File: config.mk
export PLATFORM = sky130hd
export DESIGN_NAME = mul_div_unit_flat
export DESIGN_NICKNAME = d
export VERILOG_FILES = /design/src/rtl/mul_div_if.sv /design/src/rtl/mul_div_unit.sv /design/src/flat_wrapper.sv
export SDC_FILE = /design/constraint.sdc
export NUM_CORES = 1
export LEC_CHECK = 0
export CAP_MARGIN = 0
export CORE_MARGIN = 1.5
export CORE_UTILIZATION = 55
export CTS_BUF_LIST = sky130_fd_sc_hd__clkbuf_16
export CTS_CLUSTER_DIAMETER = 100
export CTS_CLUSTER_SIZE = 40
export DETAILED_ROUTE_END_ITERATION = 12
export PLACE_DENSITY = 0.85
export SLEW_MARGIN = 5
export SYNTH_ARGS = -nofsm -noshare
export SYNTH_HDL_FRONTEND = slang
export SYNTH_SLANG_ARGS = --single-unit
File: constraint.sdc
create_clock -name clk -period 3.3 [get_ports clk]
set_clock_uncertainty 0.05 [all_clocks]
set_input_delay 0.495 -clock clk [delete_from_list [all_inputs] [get_ports clk]]
set_output_delay 0.495 -clock clk [all_outputs]
set_load 0.01 [all_outputs]
File: src/rtl/mul_div_if.sv
// rtl/mul_div_if.sv - request/operand/result bundle for mul_div_unit
interface mul_div_if #(parameter int DATA_WIDTH = 32) ();
   logic                  start;
   logic [2:0]            op;
   logic [DATA_WIDTH-1:0] A;
   logic [DATA_WIDTH-1:0] B;
   logic                  abort;
   logic                  busy;
   logic                  done;
   logic [DATA_WIDTH-1:0] result;

   modport master (output start, op, A, B, abort, input busy, done, result);
   modport slave  (input start, op, A, B, abort, output busy, done, result);
endinterface

File: src/rtl/mul_div_unit.sv
// rtl/mul_div_unit.sv - iterative RV32M multiply/divide, one radix-2 step per cycle
module mul_div_unit #(
   parameter int DATA_WIDTH = 32
) (
   input logic      clk,
   input logic      rst_n,
   mul_div_if.slave bus
);
   localparam int W  = DATA_WIDTH;
   localparam int CW = $clog2(DATA_WIDTH);

   typedef enum logic [1:0] {IDLE, CALC, FINISH} state_t;

   state_t         state;
   logic [CW-1:0]  cnt;
   logic [2:0]     op_q;
   logic [W-1:0]   opnd;
   logic [2*W-1:0] acc;
   logic           neg;
   logic           div_zero;
   logic           done_q;
   logic [W-1:0]   result_q;

   logic           a_signed, b_signed, sa, sb;
   logic [W-1:0]   mag_a, mag_b;

   always_comb begin
      a_signed = (bus.op == 3'b001) || (bus.op == 3'b010) ||
                 (bus.op == 3'b100) || (bus.op == 3'b110);
      b_signed = (bus.op == 3'b001) || (bus.op == 3'b100) || (bus.op == 3'b110);
      sa       = a_signed & bus.A[W-1];
      sb       = b_signed & bus.B[W-1];
      mag_a    = sa ? -bus.A : bus.A;
      mag_b    = sb ? -bus.B : bus.B;
   end

   // acc is {product} for multiply and {remainder, quotient/dividend} for divide
   logic [W:0]     mul_sum, shifted;
   logic [2*W-1:0] acc_next;

   always_comb begin
      mul_sum = {1'b0, acc[2*W-1:W]} + (acc[0] ? {1'b0, opnd} : {(W+1){1'b0}});
      shifted = acc[2*W-1:W-1];
      acc_next = {mul_sum, acc[W-1:1]};
      if (op_q[2]) begin
         if (shifted >= {1'b0, opnd}) begin
            acc_next = {shifted[W-1:0] - opnd, acc[W-2:0], 1'b1};
         end else begin
            acc_next = {shifted[W-1:0], acc[W-2:0], 1'b0};
         end
      end
   end

   logic [2*W-1:0] prod;
   logic [W-1:0]   quo, rem, fin;

   always_comb begin
      prod = neg ? -acc : acc;
      // a zero divisor must yield all-ones regardless of the dividend sign
      quo  = div_zero ? {W{1'b1}} : (neg ? -acc[W-1:0] : acc[W-1:0]);
      rem  = neg ? -acc[2*W-1:W] : acc[2*W-1:W];
      case (op_q)
         3'b000:                 fin = prod[W-1:0];
         3'b001, 3'b010, 3'b011: fin = prod[2*W-1:W];
         3'b100, 3'b101:         fin = quo;
         default:                fin = rem;
      endcase
   end

   always_ff @(posedge clk or negedge rst_n) begin
      if (!rst_n) begin
         state    <= IDLE;
         cnt      <= '0;
         op_q     <= '0;
         opnd     <= '0;
         acc      <= '0;
         neg      <= 1'b0;
         div_zero <= 1'b0;
         done_q   <= 1'b0;
         result_q <= '0;
      end else begin
         done_q <= 1'b0;
         case (state)
            IDLE: begin
               if (bus.start) begin
                  state    <= CALC;
                  cnt      <= '0;
                  op_q     <= bus.op;
                  neg      <= (bus.op[2] & bus.op[1]) ? sa : (sa ^ sb);
                  div_zero <= (bus.B == '0);
                  acc      <= {{W{1'b0}}, (bus.op[2] ? mag_a : mag_b)};
                  opnd     <= bus.op[2] ? mag_b : mag_a;
               end
            end
            CALC: begin
               if (bus.abort) begin
                  state <= IDLE;
               end else begin
                  acc <= acc_next;
                  cnt <= cnt + CW'(1);
                  if (cnt == CW'(W-1)) state <= FINISH;
               end
            end
            FINISH: begin
               state <= IDLE;
               if (!bus.abort) begin
                  result_q <= fin;
                  done_q   <= 1'b1;
               end
            end
            default: state <= IDLE;
         endcase
      end
   end

   assign bus.busy   = (state != IDLE);
   assign bus.done   = done_q;
   assign bus.result = result_q;
endmodule

File: src/flat_wrapper.sv
// flat-port wrapper written by rule: the top's interface ports become plain ports
module mul_div_unit_flat 
#(
   parameter int DATA_WIDTH = 32
)
  (clk, rst_n, bus_start, bus_op, bus_A, bus_B, bus_abort, bus_busy, bus_done, bus_result);
  mul_div_if #(.DATA_WIDTH(DATA_WIDTH)) bus_i ();
  input logic clk;
  input logic rst_n;
  input wire logic [$bits(bus_i.start)-1:0] bus_start;
  input wire logic [$bits(bus_i.op)-1:0] bus_op;
  input wire logic [$bits(bus_i.A)-1:0] bus_A;
  input wire logic [$bits(bus_i.B)-1:0] bus_B;
  input wire logic [$bits(bus_i.abort)-1:0] bus_abort;
  output wire logic [$bits(bus_i.busy)-1:0] bus_busy;
  output wire logic [$bits(bus_i.done)-1:0] bus_done;
  output wire logic [$bits(bus_i.result)-1:0] bus_result;
  assign bus_i.start = bus_start;
  assign bus_i.op = bus_op;
  assign bus_i.A = bus_A;
  assign bus_i.B = bus_B;
  assign bus_i.abort = bus_abort;
  assign bus_busy = bus_i.busy;
  assign bus_done = bus_i.done;
  assign bus_result = bus_i.result;
  mul_div_unit #(.DATA_WIDTH(DATA_WIDTH)) u_core (.clk(clk), .rst_n(rst_n), .bus(bus_i));
endmodule
# Word level (Yosys, flattened, before mapping)
# Index checks and enable logic that the tools add are counted.
[classes]
shifts = 0
add_sub_neg = 8
multipliers = 0
n_div = 0
muxes = 25
n_eq_ne = 15
bitwise = 5
reduce_logical = 16
n_lt_le_gt_ge = 1
[ops]
columns = ["operator", "n"]
rows = [
  ["$mux 64", 5],
  ["$mux 32", 8],
  ["$neg 32->32", 4],
  ["$pmux 64 s2", 1],
  ["$pmux 32 s3", 1],
  ["$neg 64->64", 1],
  ["$add 32x33->33", 1],
  ["$ge 33x32->1", 1],
  ["$logic_not 32->1", 1],
  ["$sub 32x32->32", 1],
  ["$eq 3x3->1 const B", 4],
  ["$mux 5", 2],
  ["$pmux 5 s2", 1],
  ["$eq 3x2->1 const B", 3],
  ["$eq 3x1->1 const B", 2],
  ["$mux 2", 3],
  ["$reduce_and 2->1", 3],
  ["$add 5x1->5 const B", 1],
  ["$eq 5x5->1 const B", 1],
  ["$logic_or 1x1->1", 5],
  ["$ne 2x2->1 const B", 2],
  ["$pmux 2 s2", 1],
  ["$reduce_bool 2->1", 2],
  ["$and 1x1->1", 3],
  ["11 further kinds", 13],
]
[word_totals]
memories = 0
rom_bits = 0
ff_bits = 141
output_inout_bits = 34
latch_bits = 0
ramBits = 0

# Logic depth before layout (Yosys ltp)
[logic_depth]
word_depth = 9
ltp_mapped = 14
mapped_depth_nobuf = 13

# Worst setup path before layout
# OpenSTA, ideal clock, no wires.
[synth_path]
path_type = "register to register"
start = "reg u_core.acc[0]"
end = "reg u_core.result_q[18] (netlist: u_core.bus.result[18])"
period_less_slack_ns = 3.255
setup_ns = 0.128
t_arrival_ns = 3.077
path_stages_with_launch = 12
path_buffers = 1
required_time_ns = 3.122
path_slack_ns = 0.045
path_cell_list = "dfrtp_1 -> inv_1 -> clkbuf_1 -> ha_1 -> or4b_4 -> nor4_4 -> nand2_1 -> or3_1 -> o41ai_2 -> xnor2_1 -> a221oi_1 -> o21ai_1"
[synth_via]
elab_chain_len = 4
elab_cells_between_ends = 6
[synth_rtl]
columns = ["element", "line", "source"]
rows = [
  ["start: declaration", "mul_div_unit.sv:18", "logic [2*W-1:0] acc;"],
  ["start signal: assignment", "mul_div_unit.sv:91", "acc <= {{W{1'b0}}, (bus.op[2] ? mag_a : mag_b)};"],
  ["start signal: assignment", "mul_div_unit.sv:99", "acc <= acc_next;"],
  ["$neg 32->32", "mul_div_unit.sv:60", "quo = div_zero ? {W{1'b1}} : (neg ? -acc[W-1:0] : acc[W-1:0]);"],
  ["$mux 32 (2 in a row)", "mul_div_unit.sv:60", ""],
  ["$pmux 32 s3 (*)", "mul_div_unit.sv:62", "case (op_q)"],
  ["end signal: assignment", "mul_div_unit.sv:107", "result_q <= fin;"],
  ["end: declaration", "mul_div_unit.sv:22", "logic [W-1:0] result_q;"],
]
# Mark *: on every way between the ends. The rest lies on a longest branch, timed or not.
# A chain may end at the register's enable or synchronous reset.

# Final worst setup path
[layout_path]
start = "reg u_core.acc[0]"
end = "reg u_core.acc[58]"
[layout_via]
elab_chain_len = 5
[layout_rtl]
columns = ["element", "line", "source"]
rows = [
  ["$mux 32", "mul_div_unit.sv:42", "mul_sum = {1'b0, acc[2*W-1:W]} + (acc[0] ? {1'b0, opnd} : {(W+1){1'b0}});"],
  ["$add 32x33->33", "mul_div_unit.sv:42", ""],
  ["$mux 64", "mul_div_unit.sv:45", "if (op_q[2]) begin"],
  ["$mux 64", "mul_div_unit.sv:96", "if (bus.abort) begin"],
  ["$pmux 64 s2", "mul_div_unit.sv:83", "case (state)"],
]
# No other way between the ends. The select of a mux whose other input is x is not followed.

==> results.txt <==
----------------------------------------------------
[Drt]
  DRC ... 0
  Wire length per cell after detailed routing ... 22.03 um
  Number of vias after detailed routing ... 16530
  Post-detailed-route via-to-cell ratio ... 6.685
  Detailed-router iteration count before antenna repair ... 8
  Total detailed-routing wirelength ... 54.47 mm
  DRT antenna net count ... 0
  Number of DRC violations after detailed-routing iteration 0 ... 2062

[Clock tree]
  Number of hold-repair buffers added at the cts stage ... 0
  Cell at the root of the clock tree ... sky130_fd_sc_hd__clkbuf_16
  Register clock-pin slew on the reported worst setup and hold paths ... 70 ps
  Number of clock buffers inserted by TritonCTS ... 17
  Clock insertion delay at the later pin of the skew report ... 440 ps
  H-tree levels ... 4
  Bufs on Longest Clock Path ... 2
  Total clock sinks ... 141
  TritonCTS clock tree ... yes

[Synthesis]
  Post-synth ARST share ... 1.000
  Mean area per synthesized cell ... 7.505 um2
  Post-synthesis cell area ... 14320 um2
  Net Count, Synth ... 2051
  Most used flip-flop cell after synthesis ... sky130_fd_sc_hd__dfrtp_1
  Post-synth EDFFs ... 0
  Total of flip-flops plus latches after synthesis ... 141
  YS warnings ... 0
  Count of mapped cells out of synthesis ... 1908
  Distinct cell type count of the synthesized netlist ... 81
  Fraction of the yosys area taken by sequential cells ... 0.2464

[Placed design]
  Setup Slack @ Placement ... -220.4 ps
  HPWL after detailed placement ... 41.58 mm
  Instance area at placement ... 16940 um2
  GPL Wtd Cong ... 1.016
  Port bufs ... 104

[Pwr]
  Leakage ... 7.865 nW
  Areal power density over the cells ... 897.2 nW/um2
  IR Drop Worst-Case VDD ... 593.6 uV

[Critical path]
  Slack of the worst reg-to-reg path ... -60 ps
  Worst setup path class ... reg -> reg
  Data arrival at the endpoint of the critical path ... 3630 ps
  Largest fanout of any net on the critical path ... 5
  CP required ... 3570 ps
  Critical path endpoint category ... register
  Kind of start point of the critical path ... register

[Status]
  Result of the run ... complete, but fails checks
  Violated checks ... negative setup slack

[Floorplan]
  Horizontal die dimension ... 164.4 um
  Total Die Area ... 27010 um2
  Initial core utilization ... 0.5638
  Area inside the core boundary ... 25400 um2
  Floorplan die height ... 164.4 um
  Io pins ... 105
  Core Rows ... 58

[Global routing]
  Antenna violations before repair ... 0
  Via count of the first global-routing pass ... 15060
  Residual overflow from global routing ... 0
  All-Layer GR Usage ... 0.3943
  Global-route wire length before repair ... 82.13 mm
  Largest net degree at the start of global routing ... 101

[STA]
  Final Critical Period ... 3358 ps
  Hold violation total from the final report ... 0
  Final number of setup-violating endpoints ... 1
  Max-slew violation total from the final report ... 0
  Unrepaired setup endpoints after global routing ... true
  Final worst-path cycle share ... 1.017
  Maximum frequency from static timing analysis ... 297.8 MHz
  Worst-Margin Slew ... 1065 ps
  Headroom to the max-slew limit ... 0.2874
  Post-route worst setup slack ... -57.59 ps

[Cells and area]
  Layout fillers ... 1993
  Leading cell type in the layout, fill and taps excluded ... sky130_fd_sc_hd__buf_4
  Antenna diode count ... 0
  Commonest cells after routing, fill and taps aside ... sky130_fd_sc_hd__buf_4, sky130_fd_sc_hd__nand2_1, sky130_fd_sc_hd__nor2_1
  Proportion of layout cells with a drive suffix above 1 ... 0.1722
  Post-Layout Inst Area ... 18050 um2
  Final layout net count ... 2273
  End-of-flow core utilization ... 0.7105
  Post-synthesis to final-layout area growth ... 26.02%

[Job]
  Max-Cap Viols ... 0

[Hold path]
  Class of the tightest hold or removal check ... in -> async

----------------------------------------------------
## layout make-up
cell class / count / area, um2 / share of cell area
multi-input combinational: 1563 / 10370 / 0.5746
sequential: 141 / 3532 / 0.1957
timing repair buffer: 339 / 2879 / 0.1595
clock buffer: 17 / 425.4 / 0.02357
tap: 330 / 412.9 / 0.02288
inverter: 68 / 260.3 / 0.01442
clock inverter: 15 / 166.4 / 0.009221
## timing repair
item | in CTS | in global routing
pin swaps | 4 | 31
setup endpoints to repair | 12 | 38
gates resized for setup | 4 | 77
buffers inserted | 1 | 13
gates cloned | 0 | 2
hold endpoints to repair | 0 | 0
## cells in the mapped netlist, types with 45 or more instances
| master | n | area (um2) |
|---|---|---|
| sky130_fd_sc_hd__a21oi_1 | 172 | 860.8 |
| sky130_fd_sc_hd__clkbuf_1 | 111 | 416.7 |
| sky130_fd_sc_hd__dfrtp_1 | 141 | 3528 |
| sky130_fd_sc_hd__ha_1 | 70 | 875.8 |
| sky130_fd_sc_hd__inv_1 | 67 | 251.5 |
| sky130_fd_sc_hd__mux2i_1 | 49 | 490.5 |
| sky130_fd_sc_hd__nand2_1 | 205 | 769.5 |
| sky130_fd_sc_hd__nor2_1 | 200 | 750.7 |
| sky130_fd_sc_hd__nor3_1 | 45 | 225.2 |
| sky130_fd_sc_hd__o21ai_0 | 176 | 880.8 |
| sky130_fd_sc_hd__xnor2_1 | 112 | 980.9 |
| sky130_fd_sc_hd__xor2_1 | 62 | 543.0 |
## metrics by stage
| stage | std cells | power (mW) | setup TNS (ps) | hold WS, ps |
|---|---|---|---|---|
| after floorplan | 1908 | 9.248 | 0 | 149.4 |
| after global placement | 2425 | 12.81 | -282.9 | 406.0 |
| after detailed placement | 2425 | 13.05 | -1194 | 422.7 |
| after CTS | 2458 | 15.15 | -5.744 | 88.62 |
| after global routing | 2473 | 16.96 | -1103 | 104.9 |
| final | 2473 | 16.19 | -57.59 | 40.75 |
## routing by layer
layer | share of wire | track usage | vias to the layer above
met2 | 0.42 | 0.5871 | 1271
met1 | 0.39 | 0.5239 | 7642
met3 | 0.13 | 0.09798 | 243
met4 | 0.064 | 0.2107 | 0
met5 | 0 | 0 | -
li1 | - | - | 7375
## sequential cells by signal, indices dropped and copies added (netlist names)
name               flops
u_core.acc            64
u_core.opnd           32
u_core.div_zero        1
u_core.op_q            3
u_core.bus.done        1
u_core.neg             1
u_core.bus.result     32
u_core.state           2
u_core.cnt             5
## report_power, final
group | switching (mW) | total, mW | leakage [nW] | internal [mW]
clock | 0.926 | 2.01 | 0.289 | 1.08
sequential | 0.511 | 2.67 | 1.80 | 2.16
combinational | 6.76 | 11.5 | 5.77 | 4.75
total | 8.20 | 16.2 | 7.87 | 7.99
## cells by family (layout without fill, tap and decap cells)
family / Yosys count / in the layout / share of synthesized area
compound gates: 621 / 621 / 0.2756
flops: 141 / 141 / 0.2464
buf+inv: 204 / 439 / 0.05478
simple gates: 637 / 637 / 0.2107
xor+xnor: 174 / 174 / 0.1064
fa+ha+maj: 72 / 72 / 0.06396
mux: 59 / 59 / 0.04211
## critical path, cell delays in order (launching register included)
cell and delay [ps]:
sky130_fd_sc_hd__dfrtp_2 450, sky130_fd_sc_hd__inv_6 120, sky130_fd_sc_hd__buf_12 130, sky130_fd_sc_hd__nor2_1 60, sky130_fd_sc_hd__ha_1 380, sky130_fd_sc_hd__a211oi_2 230
sky130_fd_sc_hd__nor2_1 90, sky130_fd_sc_hd__o311a_1 350, sky130_fd_sc_hd__a211oi_2 200, sky130_fd_sc_hd__buf_4 140, sky130_fd_sc_hd__a311o_1 290, sky130_fd_sc_hd__o21ai_1 130
sky130_fd_sc_hd__xnor2_1 270, sky130_fd_sc_hd__mux2i_1 120, sky130_fd_sc_hd__a22o_1 210
## final timing paths
kind                                        from                    end  cells past startpoint
setup reg to reg                   u_core.acc[0]         u_core.acc[58]                     14
hold / removal                             rst_n        u_core.opnd[31]                      1
max in group asynchronous                  rst_n   u_core.bus.result[4]                      2
hold reg to reg            u_core.bus.result[22]  u_core.bus.result[22]                      2
min in group clk           u_core.bus.result[22]  u_core.bus.result[22]                      2
setup / recovery                   u_core.acc[0]         u_core.acc[58]                     14
No activity file was read; power rests on OpenSTA's default activity.
